--- src/rtl/decoder_scan.sv ---
// One-hot decoder with a DIRECT mode (decode `in`) and a SCAN mode (decode a dwell-paced counter).
// Define DECODER_SCAN_ACTIVE_LOW_EN to make every bcode line active-low.
module decoder_scan #(
    parameter int N   = 3,
    parameter int DIV = 4
) (
    input  logic             clk,
    input  logic             reset,
    input  logic             en,
    input  logic             mode,
    input  logic [N-1:0]     in,
    output logic [2**N-1:0]  bcode,
    output logic [N-1:0]     code,
    output logic             wrap
);

    localparam int W  = 2**N;
    localparam int DW = (DIV <= 1) ? 1 : $clog2(DIV);
    localparam logic [DW-1:0] DWELL_MAX = DW'(DIV - 1);
    localparam logic [N-1:0]  CODE_MAX  = '1;

`ifdef DECODER_SCAN_ACTIVE_LOW_EN
    localparam logic [W-1:0] BCODE_IDLE = '1;
`else
    localparam logic [W-1:0] BCODE_IDLE = '0;
`endif

    typedef enum logic {ST_DIRECT, ST_SCAN} state_t;

    state_t          state_q, state_d;
    logic [N-1:0]    code_q,  code_d;
    logic [DW-1:0]   dwell_q, dwell_d;
    logic            wrap_q,  wrap_d;
    logic [W-1:0]    bcode_q, bcode_d;

    // XOR with the idle pattern flips the selected line to the active polarity.
    function automatic logic [W-1:0] decode(input logic [N-1:0] c);
        logic [W-1:0] v;
        v    = '0;
        v[c] = 1'b1;
        return v ^ BCODE_IDLE;
    endfunction

    always_comb begin
        state_d = state_q;
        code_d  = code_q;
        dwell_d = dwell_q;
        wrap_d  = 1'b0;
        bcode_d = BCODE_IDLE;
        if (en) begin
            if (mode) begin
                state_d = ST_SCAN;
                if (state_q == ST_DIRECT) begin
                    code_d  = '0;
                    dwell_d = '0;
                end else if (dwell_q == DWELL_MAX) begin
                    dwell_d = '0;
                    code_d  = code_q + N'(1);
                    wrap_d  = (code_q == CODE_MAX);
                end else begin
                    dwell_d = dwell_q + DW'(1);
                end
            end else begin
                state_d = ST_DIRECT;
                code_d  = in;
                dwell_d = '0;
            end
            bcode_d = decode(code_d);
        end
    end

    always_ff @(posedge clk) begin
        if (reset) begin
            state_q <= ST_DIRECT;
            code_q  <= '0;
            dwell_q <= '0;
            wrap_q  <= 1'b0;
            bcode_q <= BCODE_IDLE;
        end else begin
            state_q <= state_d;
            code_q  <= code_d;
            dwell_q <= dwell_d;
            wrap_q  <= wrap_d;
            bcode_q <= bcode_d;
        end
    end

    assign bcode = bcode_q;
    assign code  = code_q;
    assign wrap  = wrap_q;

endmodule

--- config.mk ---
export PLATFORM = sky130hd
export DESIGN_NAME = decoder_scan
export DESIGN_NICKNAME = d
export VERILOG_FILES = /design/src/rtl/decoder_scan.sv
export SDC_FILE = /design/constraint.sdc
export NUM_CORES = 1
export LEC_CHECK = 0
export BUFFER_PORTS_ARGS = -buffer_cell sky130_fd_sc_hd__clkbuf_2
export CAP_MARGIN = 20
export CORE_AREA = 2 2 39 41
export CTS_BUF_LIST = sky130_fd_sc_hd__clkbuf_16
export CTS_CLUSTER_DIAMETER = 50
export CTS_CLUSTER_SIZE = 12
export DETAILED_ROUTE_END_ITERATION = 8
export DIE_AREA = 0 0 41 43
export PLACE_DENSITY = 0.71
export SLEW_MARGIN = 20
export SYNTH_ARGS = -nofsm -noshare
export SYNTH_HDL_FRONTEND = slang
export SYNTH_SLANG_ARGS = --single-unit
--- constraint.sdc ---
create_clock -name clk -period 3.81 [get_ports clk]
set_input_delay 0.762 -clock clk [delete_from_list [all_inputs] [get_ports clk]]
set_output_delay 0.762 -clock clk [all_outputs]
set_load 0.01 [all_outputs]
==> flow_metrics.py <==
metrics = {
    "cells_and_area": {
        "final_layout_size_suffix_gt1_share_pct": 29.87,
        "area.growth.synth_to_final_pct": 30.92,
        "post-route-util_pct": 55.52,
        "instances_no_fill": 93,
        "n_antenna_cell": 0,
        "fin_nets": 88,
        "final_common_cell": "clkbuf_2",
        "fin_area_um2": 768.2,
        "layout_common_cells": "clkbuf_2, dfxtp_1, nor3_1, nor4_1, nor2_1",
    },
    "floorplanning": {
        "start_util_pct": 42.41,
        "fp.coreArea_um2": 1384,
        "row_count": 14,
        "die_w_um": 41,
        "die_h_um": 43,
        "ios": 19,
        "dieArea_um2": 1763,
    },
    "power_and_ir_drop": {
        "p_switching_uw": 80.40,
        "power.internal_uw": 313.8,
        "p_leak_nw": 0.3323,
        "p_clk_share_pct": 50.2,
        "swShare_pct": 20.39,
        "comb_power_share_pct": 7.7,
        "p_per_area_nw_per_um2": 513.2,
        "seq_power_share_pct": 42.0,
        "ir_drop_uv": 279.3,
    },
    "worst_hold_path": {
        "min_path_type": "reg -> reg",
    },
    "detailed_routing": {
        "viasPerCell": 5.387,
        "finalWirelength_um": 1210,
        "dr.pass1.iters": 3,
        "first_iter_violations": 5,
        "wl_per_cell_um": 13.01,
        "drc": 0,
        "vias": 501,
        "ant_nets": 0,
    },
    "timing": {
        "fmax_mhz": 583.8,
        "tightest_slew_ns": 0.4828,
        "slew_headroom_pct": 67.66,
        "drv_slew": 0,
        "rsz0062_at_grt": "no",
        "fin_crit_ns": 1.713,
        "skew_ns": 0.003524,
        "hold_ws_ns": 0.4799,
        "tns_ns": 0,
        "final-setup-viol-count": 0,
        "finalHoldViolations": 0,
        "fin_crit_sh_pct": 44.96,
    },
    "setup_path": {
        "critPathCaptureType": "flip-flop",
        "critPathLaunchType": "flip-flop",
        "worstPathRequired_ns": 3.91,
        "crit_type": "reg -> reg",
        "crit_arrival_ns": 1.82,
        "critPathMaxFanout": 5,
    },
    "yosys": {
        "netlist_instances": 57,
        "synth_area_per_cell_um2": 10.29,
        "synth_cell_types": 21,
        "ys_ff_latch": 15,
        "syn_nets": 67,
        "synth_warnings": 0,
        "synth-seq-area-share_pct": 51.17,
        "netlist_area_um2": 586.8,
    },
    "clock_network": {
        "path_clk_slew_ns": 0.04,
        "clk_latency_ns": 0.24,
        "cts_hold_buffers": 0,
        "htree_levels": 1,
        "post-cts-setup-buffers": 0,
        "cts_root_buf": "clkbuf_16",
        "clockBufferDepth": 2,
        "cts_num_sinks": 15,
        "cts_tree": "done",
        "cts_buffers": 3,
        "post_cts_resized": 0,
    },
    "global_route": {
        "grt_antenna_before_repair": 0,
        "grt_remaining_overflow": 0,
        "grt_max_degree": 13,
        "grt_pass1_wl_um": 2235,
        "grt_pass1_vias": 493,
        "track_usage_pct": 19.17,
    },
    "status": {
        "status": "completed",
    },
    "place": {
        "gp_congestion": 0.8051,
        "place_area_um2": 688.2,
        "hpwl_um": 877.7,
        "io_buffers": 18,
        "dpl.cell_count": 89,
    },
    "flow_run": {
        "max-cap-violations": 0,
    },
}
-- registers in the layout, summed over array words and instances (netlist names) --
signal   flops
bcode        8
code         3
dwell_q      2
state_q      1
wrap         1
-- area by class of cell --
cell class / instances / area [um2]
Sequential cell: 15 / 300.3
Tap cell: 16 / 20.02
Clock buffer: 3 / 75.07
Clock inverter: 1 / 5.005
Timing Repair Buffer: 18 / 90.09
Inverter: 1 / 3.754
Multi-Input combinational cell: 39 / 274.0
Fill cell: 131 / 615.6
-- per-layer routing --
layer / track usage (%) / vias up / part of all wire [%]
li1: - / 258 / -
met1: 23.86 / 224 / 42
met2: 29.06 / 14 / 50
met3: 4.712 / 5 / 4.7
met4: 10.00 / 0 / 3.0
met5: 0 / - / 0
-- worst paths after layout --
| kind | startpoint | end | slack [ns] | cells past startpoint |
|---|---|---|---|---|
| hold / removal | dwell_q[1] | dwell_q[1] | 0.48 | 2 |
| hold reg to reg | dwell_q[1] | dwell_q[1] | 0.48 | 2 |
| setup reg to reg | code[0] | code[2] | 2.10 | 5 |
| setup / recovery | code[0] | code[2] | 2.10 | 5 |
-- power by group through the flow --
stage                     Sequential [mW]  Clock (mW)  Combinational, mW
after floorplan                     0.170           0             0.0180
after global placement              0.168           0             0.0296
after detailed placement            0.169           0             0.0303
after CTS                           0.166       0.202             0.0308
after global routing                0.166       0.208             0.0352
final                               0.166       0.198             0.0306
-- metrics by stage --
| step | power, mW | setup WS (ns) |
|---|---|---|
| 6_report | 0.3942 | 2.097 |
| 5_1_grt | 0.4097 | 1.955 |
| 4_1_cts | 0.3982 | 2.106 |
| 3_5_place_dp | 0.1988 | 2.005 |
| 3_3_place_gp | 0.1981 | 2.035 |
| 2_1_floorplan | 0.1876 | 2.211 |
-- Yosys cell counts --
cell / count / area (um2)
a211oi_1: 3 / 22.52
a21oi_1: 2 / 10.01
a2bb2oi_1: 2 / 17.52
a311o_2: 1 / 11.26
a31oi_1: 1 / 6.260
clkbuf_1: 1 / 3.750
clkbuf_2: 1 / 5.000
dfxtp_1: 15 / 300.3
ha_1: 3 / 37.54
inv_1: 1 / 3.750
mux2i_1: 3 / 30.03
nand2_1: 2 / 7.510
nand2b_1: 3 / 18.77
nand4_1: 1 / 6.260
nand4b_1: 1 / 8.760
nor2_1: 4 / 15.01
nor2b_1: 1 / 6.260
nor3_1: 5 / 25.02
nor4_1: 4 / 25.02
o2bb2ai_1: 2 / 17.52
xor2_1: 1 / 8.760
-- kinds of logic (layout without fill, tap and decap cells) --
group | Yosys count | after routing | share of synthesized area [%]
simple gates | 21 | 21 | 19.19
flops | 15 | 15 | 51.17
compound gates | 11 | 11 | 14.50
fa+ha+maj | 3 | 3 | 6.397
mux | 3 | 3 | 5.117
buf+inv | 3 | 23 | 2.130
xor+xnor | 1 | 1 | 1.493
-- critical path, stage by stage (launching register included) --
cell and delay, ns:
dfxtp_1 0.34, ha_1 0.21, ha_1 0.26, mux2i_1 0.18
a2bb2oi_1 0.44, a211oi_1 0.14
(Power assumes the default switching activity.)
